**config.mk**
```make
export PLATFORM = sky130hd
export DESIGN_NAME = bcd_to_binary_seq_flat
export DESIGN_NICKNAME = d
export VERILOG_FILES = /design/src/rtl/bcd_to_binary_if.sv /design/src/rtl/bcd_to_binary_seq.sv /design/src/flat_wrapper.sv
export SDC_FILE = /design/constraint.sdc
export NUM_CORES = 1
export LEC_CHECK = 0
export ABC_AREA = 1
export ABC_CLOCK_PERIOD_IN_PS = 2100
export CAP_MARGIN = 0
export CORE_MARGIN = 2
export CORE_UTILIZATION = 51
export CTS_CLUSTER_DIAMETER = 80
export DETAILED_ROUTE_END_ITERATION = 10
export PLACE_DENSITY = 0.88
export SETUP_SLACK_MARGIN = 0.2
export SLEW_MARGIN = 20
export SYNTH_ARGS = -nofsm -noshare
export SYNTH_HDL_FRONTEND = slang
export SYNTH_SLANG_ARGS = --single-unit
```
**constraint.sdc**
```tcl
create_clock -name clk -period 2.1 [get_ports clk]
set_input_delay 0.42 -clock clk [delete_from_list [all_inputs] [get_ports clk]]
set_output_delay 0.42 -clock clk [all_outputs]
set_load 0.03 [all_outputs]
```
**src/rtl/bcd_to_binary_if.sv**
```systemverilog
// Operand/result bundle for the sequential BCD-to-binary converter.
// A transfer happens on a clk edge where valid and ready are both 1; valid holds until that edge.
interface bcd_to_binary_if #(
  parameter int DIGITS = 5,
  parameter int BIN_W  = 16
);
  logic                  in_valid;
  logic [4*DIGITS-1:0]   bcd_in;
  logic                  in_ready;
  logic                  out_valid;
  logic                  out_ready;
  logic [BIN_W-1:0]      bin_out;
  logic                  digit_err;
  logic                  ovf;

  modport master (
    output in_valid, bcd_in, out_ready,
    input  in_ready, out_valid, bin_out, digit_err, ovf
  );

  modport slave (
    input  in_valid, bcd_in, out_ready,
    output in_ready, out_valid, bin_out, digit_err, ovf
  );
endinterface

```
**src/rtl/bcd_to_binary_seq.sv**
```systemverilog
// Sequential packed-BCD to binary converter: one reverse double-dabble step per cycle,
// BIN_W cycles per operand, results held until the consumer accepts them.
module bcd_to_binary_seq #(
  parameter int DIGITS = 5,
  parameter int BIN_W  = 16
) (
  input  logic            clk,
  input  logic            reset,
  bcd_to_binary_if.slave  bus,
  output logic [1:0]      state_dbg
);
  localparam int BCD_W = 4 * DIGITS;
  localparam int CNT_W = $clog2(BIN_W + 1);
  localparam logic [CNT_W-1:0] LAST_STEP = CNT_W'(BIN_W - 1);

  localparam logic [1:0] S_IDLE = 2'd0;
  localparam logic [1:0] S_CONV = 2'd1;
  localparam logic [1:0] S_DONE = 2'd2;

  logic [1:0]       state;
  logic [BCD_W-1:0] bcd_reg;
  logic [BCD_W-1:0] bcd_next;
  logic [BIN_W-1:0] acc;
  logic [BIN_W-1:0] acc_next;
  logic [CNT_W-1:0] cnt;
  logic             err_reg;
  logic             ovf_reg;
  logic             in_err;

  // One step: shift {bcd_reg, acc} right, then pull each digit that reached 8+ back by 3.
  always_comb begin
    bcd_next = {1'b0, bcd_reg[BCD_W-1:1]};
    acc_next = {bcd_reg[0], acc[BIN_W-1:1]};
    for (int d = 0; d < DIGITS; d++) begin
      if (bcd_next[4*d+3]) begin
        bcd_next[4*d +: 4] = bcd_next[4*d +: 4] - 4'd3;
      end
    end
  end

  always_comb begin
    in_err = 1'b0;
    for (int d = 0; d < DIGITS; d++) begin
      if (bus.bcd_in[4*d +: 4] > 4'd9) begin
        in_err = 1'b1;
      end
    end
  end

  always_ff @(posedge clk or negedge reset) begin
    if (!reset) begin
      state   <= S_IDLE;
      bcd_reg <= '0;
      acc     <= '0;
      cnt     <= '0;
      err_reg <= 1'b0;
      ovf_reg <= 1'b0;
    end else begin
      case (state)
        S_IDLE: begin
          if (bus.in_valid) begin
            bcd_reg <= bus.bcd_in;
            acc     <= '0;
            cnt     <= '0;
            err_reg <= in_err;
            ovf_reg <= 1'b0;
            state   <= S_CONV;
          end
        end
        S_CONV: begin
          bcd_reg <= bcd_next;
          acc     <= acc_next;
          // The counter parks on the last step value rather than wrapping.
          if (cnt == LAST_STEP) begin
            ovf_reg <= |bcd_next;
            state   <= S_DONE;
          end else begin
            cnt <= cnt + CNT_W'(1);
          end
        end
        S_DONE: begin
          if (bus.out_ready) begin
            state <= S_IDLE;
          end
        end
        default: state <= S_IDLE;
      endcase
    end
  end

  assign bus.in_ready  = (state == S_IDLE);
  assign bus.out_valid = (state == S_DONE);
  assign bus.bin_out   = err_reg ? '0 : acc;
  assign bus.digit_err = err_reg;
  assign bus.ovf       = ovf_reg & ~err_reg;
  assign state_dbg     = state;
endmodule

```
**src/flat_wrapper.sv**
```systemverilog
// flat-port wrapper written by rule: the top's interface ports become plain ports
module bcd_to_binary_seq_flat 
#(
  parameter int DIGITS = 5,
  parameter int BIN_W  = 16
)
  (clk, reset, state_dbg, bus_in_valid, bus_bcd_in, bus_out_ready, bus_in_ready, bus_out_valid, bus_bin_out, bus_digit_err, bus_ovf);
  bcd_to_binary_if #(.DIGITS(DIGITS), .BIN_W(BIN_W)) bus_i ();
  input  logic clk;
  input  logic reset;
  output logic [1:0] state_dbg;
  input wire logic [$bits(bus_i.in_valid)-1:0] bus_in_valid;
  input wire logic [$bits(bus_i.bcd_in)-1:0] bus_bcd_in;
  input wire logic [$bits(bus_i.out_ready)-1:0] bus_out_ready;
  output wire logic [$bits(bus_i.in_ready)-1:0] bus_in_ready;
  output wire logic [$bits(bus_i.out_valid)-1:0] bus_out_valid;
  output wire logic [$bits(bus_i.bin_out)-1:0] bus_bin_out;
  output wire logic [$bits(bus_i.digit_err)-1:0] bus_digit_err;
  output wire logic [$bits(bus_i.ovf)-1:0] bus_ovf;
  assign bus_i.in_valid = bus_in_valid;
  assign bus_i.bcd_in = bus_bcd_in;
  assign bus_i.out_ready = bus_out_ready;
  assign bus_in_ready = bus_i.in_ready;
  assign bus_out_valid = bus_i.out_valid;
  assign bus_bin_out = bus_i.bin_out;
  assign bus_digit_err = bus_i.digit_err;
  assign bus_ovf = bus_i.ovf;
  bcd_to_binary_seq #(.DIGITS(DIGITS), .BIN_W(BIN_W)) u_core (.clk(clk), .reset(reset), .bus(bus_i), .state_dbg(state_dbg));
endmodule
```
# After elaboration in Yosys (flattened, before gate mapping)

Cells that the tools add are included.

Flip-flop bits (word level): 45
Bits in latches: 0
RAM bits: 0
ROM bits: 0
Output and inout bits: 22
Memories: 0

Add/sub/neg operators: 5
Multipliers: 0
Divide/modulo/power cells: 0
Magnitude comparators: 5
Equal/unequal tests: 7
Shifts and indexed selects: 0
Muxes and demuxes: 24
Bitwise gates (word level): 2
Reductions and logical operators: 8

Operator list:

| operator                                                                 | count |
|---|---|
| 20-bit case mux with 2 select lines                                      | 1 |
| 16-bit 2-to-1 mux                                                        | 2 |
| 16-bit case mux with 2 select lines                                      | 1 |
| 4-bit greater-than comparator (second input constant)                    | 5 |
| 20-bit 2-to-1 mux                                                        | 1 |
| 19-bit OR reduction                                                      | 1 |
| 4-bit 2-to-1 mux                                                         | 4 |
| 4-bit by 2-bit subtractor with 4-bit output (second input constant)      | 4 |
| 5-bit 2-to-1 mux                                                         | 2 |
| 5-bit case mux with 2 select lines                                       | 1 |
| 3-bit AND reduction                                                      | 3 |
| 1-bit 2-to-1 mux                                                         | 7 |
| 2-bit 2-to-1 mux                                                         | 3 |
| 2-bit inequality test (second input constant)                            | 3 |
| 2-bit case mux with 3 select lines                                       | 1 |
| 5-bit by 1-bit adder with 5-bit output (second input constant)           | 1 |
| 5-bit by 4-bit == test with 1-bit output (second input constant)         | 1 |
| 2-bit AND reduction                                                      | 2 |
| 2-bit by 1-bit == test with 1-bit output (second input constant)         | 1 |
| 2-bit == test (second input constant)                                    | 1 |
| 2-bit zero test                                                          | 1 |
| 2-bit by 1-bit inequality test with 1-bit output (second input constant) | 1 |
| 1-bit case mux with 2 select lines                                       | 1 |
| 2-bit nonzero test                                                       | 1 |
| other kinds (2)                                                          | 2 |

# Logic depth before layout (Yosys ltp)

Gate-level depths: netlist (run 1).

Word-level depth: 6
Mapped depth: 11

# Least setup slack after synthesis (run 1)

Ideal clock, no wire load.

Path type: reg-to-reg
Start point: reg u_core.state[0] (netlist: u_core.state_dbg[0])
End point: reg u_core.bcd_reg[12]
Library setup time: 131 ps
Arrival time: 1,709 ps
Data required time: 1,969 ps
Slack: 260 ps
Stages on the path, launching flop included: 6
Buffers on the path: 1
Cells stage by stage: dfrtp_1 > nor2_1 > nand2_2 > nand2_1 > buf_2 > o211ai_1

Longest elaborated chain between the ends: 3
Elaborated cells between the ends (all ways): 6
Classes of those cells: 2 x eq/ne; 1 x mux; 3 x reduce/logical

RTL lines:

| what                                                                  | line                    | text |
|---|---|---|
| from (decl)                                                           | bcd_to_binary_seq.sv:20 | `logic [1:0] state;` |
| from (signal assigned)                                                | bcd_to_binary_seq.sv:52 | `state <= S_IDLE;` |
| from (signal assigned)                                                | bcd_to_binary_seq.sv:67 | `state <= S_CONV;` |
| from (signal assigned)                                                | bcd_to_binary_seq.sv:76 | `state <= S_DONE;` |
| 2-bit zero test *                                                     | n/a                     |  |
| named net bus_in_ready                                                | flat_wrapper.sv:15      | `output wire logic [$bits(bus_i.in_ready)-1:0] bus_in_ready;` |
| 2-bit inequality test (no line) or 2-bit nonzero test (tied branches) | n/a                     |  |
| 2-bit AND reduction (no line)                                         | n/a                     |  |
| to (signal assigned)                                                  | bcd_to_binary_seq.sv:62 | `bcd_reg <= bus.bcd_in;` |
| to (signal assigned)                                                  | bcd_to_binary_seq.sv:71 | `bcd_reg <= bcd_next;` |
| to (decl)                                                             | bcd_to_binary_seq.sv:21 | `logic [BCD_W-1:0] bcd_reg;` |

The timed path passes the listed nets; every way through them passes the cells marked *.
A chain may end at the register's enable or synchronous reset.

# Worst setup path after layout (run 1)

Start point: reg u_core.err_reg (netlist: u_core.bus.digit_err)
End point: out bus_ovf

Longest elaborated chain between the ends: 2

RTL lines:

| what                   | line                    | text |
|---|---|---|
| from (decl)            | bcd_to_binary_seq.sv:26 | `logic err_reg;` |
| from (signal assigned) | bcd_to_binary_seq.sv:65 | `err_reg <= in_err;` |
| 1-bit NOT              | bcd_to_binary_seq.sv:95 | `assign bus.ovf = ovf_reg & ~err_reg;` |
| 1-bit bitwise AND      | bcd_to_binary_seq.sv:95 |  |
| to (decl)              | flat_wrapper.sv:19      | `output wire logic [$bits(bus_i.ovf)-1:0] bus_ovf;` |

Every way passes these cells.

==> flow_summary.ini, run 1 <==
[status]
outcome = finished clean

[worst_setup_path]
r2r-start = u_core.cnt[0]
cp-end-kind = output port
cp.required_ps = 1680
max_stage_delay_ps = 530
path_max_fanout = 19
r2r_slack_ps = 460
critical_path.top_delay_family = flip-flops
critPathBufInv = 1
reg2reg_depth = 8
r2r_end = u_core.cnt[2]
crit_path_top_delay_cell = dfrtp_2
startpoint_type = register
arrival_ps = 1410
criticalPathCategory = reg -> out
crit_chain = nor2_1 -> dlygate4sd2_1

[detailed_routing]
post_drt_via_cell_ratio = 5.50
vias = 2123
drt-pass1-iter-count = 4
drt_wl_total_mm = 5.33
ant_nets = 0
drtIter0Drc = 137
drc = 0
wl_per_cell_um = 13.8

[synthesis]
synth_cells = 287
ys_seq_area_frac = 0.484
syn_nets = 317
ys_seq_elements = 45
syn_area_mm2 = 0.00233
syn_area_per_cell_um2 = 8.10
yosysWarnings = 0
ys_types = 28

[cts]
clock_sinks = 45
tritoncts = done
clockRootBuffer = clkbuf_8
clkLatencyLatePin_ps = 290
cts_buffers = 5
ctsLongestPathBuffers = 2
postCtsSetupBuffers = 0
cts_htree_levels = 2
clkSlewWorstSetupHoldPaths_ps = 80

[min_path]
min_path_type = in -> async

[run]
drv_cap = 0

[global_routing]
gr-max-usage-layer = met2
grt_max_degree = 46
use_met1 = 0.298
grt-ovfl-total = 0
grt_pass1_wl_mm = 8.84
grt_pass1_vias = 1949
use_met2 = 0.356
gr-usage-met3 = 0.0450
grt_usage = 0.219
antenna_found_initial = 0

[pwr]
p_switching_mw = 1.80
powerDensity_mw_per_mm2 = 1400
p_leak_nw = 1.45
p_int_mw = 2.27
power_frac_comb = 0.496
swShare = 0.442
pwr-share-seq = 0.374
irDropWorstVdd_mv = 0.636
pwr-share-clk = 0.131

[layout]
area_delta_synth_final_pct = 24.3
largest_register_ffs = 20
antenna_cells = 0
design_area_mm2 = 0.00289
drive_above_1_share = 0.0629
fin_nets = 364

[sta]
fin_skew_ps = 4.10
finalSetupTns_ps = 0
setup_violations = 0
rsz0062_at_grt = false
report.final.slew_viol_count = 0
hold_slack_ps = 196
period_share = 0.874
relSlewSlack = 0.632
finalHoldViolCount = 0
max_freq_ghz = 0.545
fin_crit_ps = 1830
worst_pin_slew_ps = 552

[floorplan]
row_count = 24
die_area_mm2 = 0.00512
die_y_um = 71.5
fp.coreArea_mm2 = 0.00438
die_width_um = 71.5
pin_count = 46
initial_core_util = 0.531

[placement]
post_dp_cell_area_mm2 = 0.00282
port_buffers = 45
place_hpwl_mm = 3.88
place_congestion = 0.817
-- Yosys cell counts (all sizes together) --
master  instances  area, um^2
a311oi          1        8.76
a211oi          1        7.51
a21oi           4        20.0
ha              6        75.1
nor3            5        35.0
nand3          11        55.1
nand2          62         245
buf             8        47.5
inv            46         173
o221ai          8        70.1
or2             1        6.26
o22ai          19         119
o31ai           1        7.51
xnor2           1        8.76
nor2           39         146
xor2            3        26.3
o21ai          14        70.1
clkbuf          3        11.3
o211ai          9        67.6
dfrtp          45        1130
-- cell type report --
| cell class | instances | area, um^2 |
|---|---|---|
| multi-input combinational | 185 | 968 |
| fill | 356 | 1490 |
| sequential | 45 | 1130 |
| clock buffer | 7 | 86.3 |
| inverter | 46 | 173 |
| tap | 52 | 65.1 |
| timing repair buffer | 51 | 472 |
-- logic make-up (layout without fill, tap and decap cells) --
family,after synthesis,after routing,share of synthesized area
adders and majority gates,6,6,0.0323
buffers and inverters,57,104,0.0995
DFF,45,45,0.484
AOI/OAI and AO/OA,57,57,0.159
xor gates and xnor gates,4,4,0.0151
and+or+nand+nor,118,118,0.210
-- metrics by stage --
step	std cells	setup slack [ps]	utilization	power [mW]
after floorplan	287	260	-	2.97
after global placement	379	211	0.644	3.45
after detailed placement	379	206	0.644	3.56
after CTS	386	65.4	0.658	4.06
after global routing	386	213	0.660	4.39
final	386	265	0.660	4.06
-- how the worst max path moves through the flow --
| stage | cells past startpoint | startpoint | slack, ps | end |
|---|---|---|---|---|
| 6_report | 2 | u_core.bus.digit_err | 270 | bus_ovf |
| 5_1_grt | 2 | u_core.bus.digit_err | 210 | bus_ovf |
| 4_1_cts | 1 | u_core.bus.digit_err | 70 | bus_digit_err |
| 3_5_place_dp | 1 | u_core.bus.digit_err | 210 | bus_digit_err |
| 3_3_place_gp | 1 | u_core.bus.digit_err | 210 | bus_digit_err |
| 2_1_floorplan | 5 | u_core.state_dbg[0] | 260 | u_core.bcd_reg[12] |
-- repair_timing --
item | 4_1_cts | 5_1_grt
resized for setup | 20 | 2
hold buffers | 0 | 0
cloned | 0 | 0
endpoints found under the setup margin | 20 | 2
-- per-layer routing --
| layer | vias to the layer above | routed length (um) | part of all wire |
|---|---|---|---|
| met5 | - | 0 | 0 |
| met4 | 0 | 97 | 0.018 |
| met3 | 11 | 320 | 0.060 |
| met2 | 78 | 2580 | 0.48 |
| met1 | 995 | 2330 | 0.44 |
| li1 | 1039 | - | - |
-- placed cells by master (no fill, tap or decap), drive strengths merged --
cell type and n:
o211ai 9, clkdlybuf4s50 23, clkbuf 7, ha 6
or2 1, xnor2 1, inv 46, nor2 39
xor2 3, a211oi 1, dfrtp 45, dlygate4sd2 19
o221ai 8, o22ai 19, nor3 5, o31ai 1
a311oi 1, o21ai 14, dlymetal6s2s 2, a21oi 4
buf 7, nand3 11, nand2 62
-- power groups by stage --
stage | logic [mW] | clock network (mW) | registers, mW
floorplan | 1.51 | 0 | 1.47
global placement | 1.94 | 0 | 1.50
detailed placement | 2.03 | 0 | 1.53
CTS | 2.01 | 0.532 | 1.51
global route | 2.25 | 0.576 | 1.57
finish | 2.01 | 0.530 | 1.52
Note: power is estimated with default switching activity, not from simulation.
==> run 2: changes to the inputs <==
CORE_UTILIZATION = 44   (was 51)
PLACE_DENSITY = 0.79   (was 0.88)
==> run 2 against run 1 <==
Non-clock buffer count rose by 1; final area is 1.4% higher; sequential power is essentially flat; clock power is 2% higher; first-iteration DRC count increased by 44%; sequential share of layout area down 0.53 points; wire length hardly changed; combinational power shrank 2%; largest power group unchanged; highest routed layer unchanged; setup slack got worse by 19 ps; critical endpoint unchanged.
==> flow_summary.ini, run 2 (synthesized netlist as in run 1, its figures left out) <==
[run]
drv_cap = 0

[floorplan]
die_area_mm2 = 0.00588
fp.coreArea_mm2 = 0.00511
die_y_um = 76.7
die_width_um = 76.7
initial_core_util = 0.455
pin_count = 46
row_count = 26

[global_routing]
grt_usage = 0.199
grt_pass1_vias = 1944
grt_max_degree = 24
grt_pass1_wl_mm = 9.33
grt-ovfl-total = 0
antenna_found_initial = 0

[layout]
layout.cells.non_filler = 405
final_common_cell = nand2_1
largest_register_ffs = 20
fin_nets = 365
area_delta_synth_final_pct = 26.0
antenna_cells = 0
drive_above_1_share = 0.0657
final_cell_mix = nand2_1, inv_1, dfrtp_1
final_core_util = 0.574

[detailed_routing]
drt-pass1-iter-count = 5
routed.top_layer = met4
drtIter0Drc = 197
vias = 2099
wl_met1_mm = 2.42
dr_wl_met2_mm = 2.52
drc = 0
post_drt_via_cell_ratio = 5.18
route.met3.wl_um = 294
ant_nets = 0
drt_wl_total_mm = 5.33
wl_per_cell_um = 13.2

[sta]
finalHoldViolCount = 0
hold_slack_ps = 97.2
fin_crit_ps = 1850
report.final.slew_viol_count = 0
period_share = 0.883
relSlewSlack = 0.640
max_freq_ghz = 0.540
setup_violations = 0
fin_skew_ps = 3.69
finalSetupTns_ps = 0
worst_pin_slew_ps = 541
rsz0062_at_grt = true

[placement]
place_hpwl_mm = 3.84
place_congestion = 0.827
port_buffers = 45
place_inst = 398

[worst_setup_path]
crit_path_start = u_core.bus.digit_err
r2r-start = u_core.cnt[0]
max_stage_delay_ps = 540
startpoint_type = register
crit_chain = nor2_1 -> clkdlybuf4s15_1
arrival_ps = 1430
criticalPathCategory = reg -> out
path_max_fanout = 19
cp.required_ps = 1680
crit_path_top_delay_cell = dfrtp_2
cp-end-kind = output port
r2r_slack_ps = 450

[cts]
ctsLongestPathBuffers = 2
tritoncts = done
clock_sinks = 45
postCtsSetupBuffers = 0
clockRootBuffer = clkbuf_8
clkLatencyLatePin_ps = 300
cts_htree_levels = 2
cts_buffers = 5
clkSlewWorstSetupHoldPaths_ps = 80

[pwr]
irDropWorstVdd_mv = 0.483
p_leak_nw = 1.44
powerDensity_mw_per_mm2 = 1370
finalPower_mw = 4.03

[min_path]
min_path_type = in -> async

[status]
outcome = finished clean
run 2: area by class of cell:
cell class / count / area [um^2]
fill: 486 / 2180
sequential: 45 / 1130
multi-input combinational: 185 / 968
timing repair buffer: 52 / 489
inverter: 46 / 173
tap: 70 / 87.6
clock buffer: 7 / 86.3
run 2: worst paths after layout:
kind                                   endpoint  depth (start not counted)
max                                     bus_ovf                          2
min                              u_core.acc[11]                          1
max reg2reg                       u_core.cnt[2]                          7
min reg2reg                  u_core.bcd_reg[17]                          2
max in group asynchronous  u_core.bus.digit_err                          2
min in group clk             u_core.bcd_reg[17]                          2
run 2: worst max-delay path, delay by kind of cell, from the launching register on:
family	cells	cell delay, ps
flip-flops	1	540
buffers and inverters	1	390
AND/OR/NAND/NOR	1	200
run 2: per-layer routing:
metal | track usage | up-vias
met5 | 0 | -
met4 | 0.0745 | 0
met3 | 0.0471 | 7
met2 | 0.297 | 65
met1 | 0.280 | 992
li1 | - | 1035
run 2: per-stage QoR:
step / instance area [um^2] / setup slack (ps)
after global placement: 2870 / 170
after CTS: 2930 / 206
final: 2930 / 246
after floorplan: 2330 / 260
after detailed placement: 2870 / 136
after global routing: 2930 / 189
run 2: repair_timing:
item,CTS,global route
resized for setup,22,4
endpoints found under the setup margin,21,4
hold buffers,0,0
endpoints found under the hold margin,0,0
cloned,0,0
run 2: power breakdown:
part	total [mW]	switching, mW	internal [mW]
combinational	1.97	1.21	0.759
clock	0.540	0.279	0.261
sequential	1.52	0.275	1.24
total	4.03	1.76	2.26
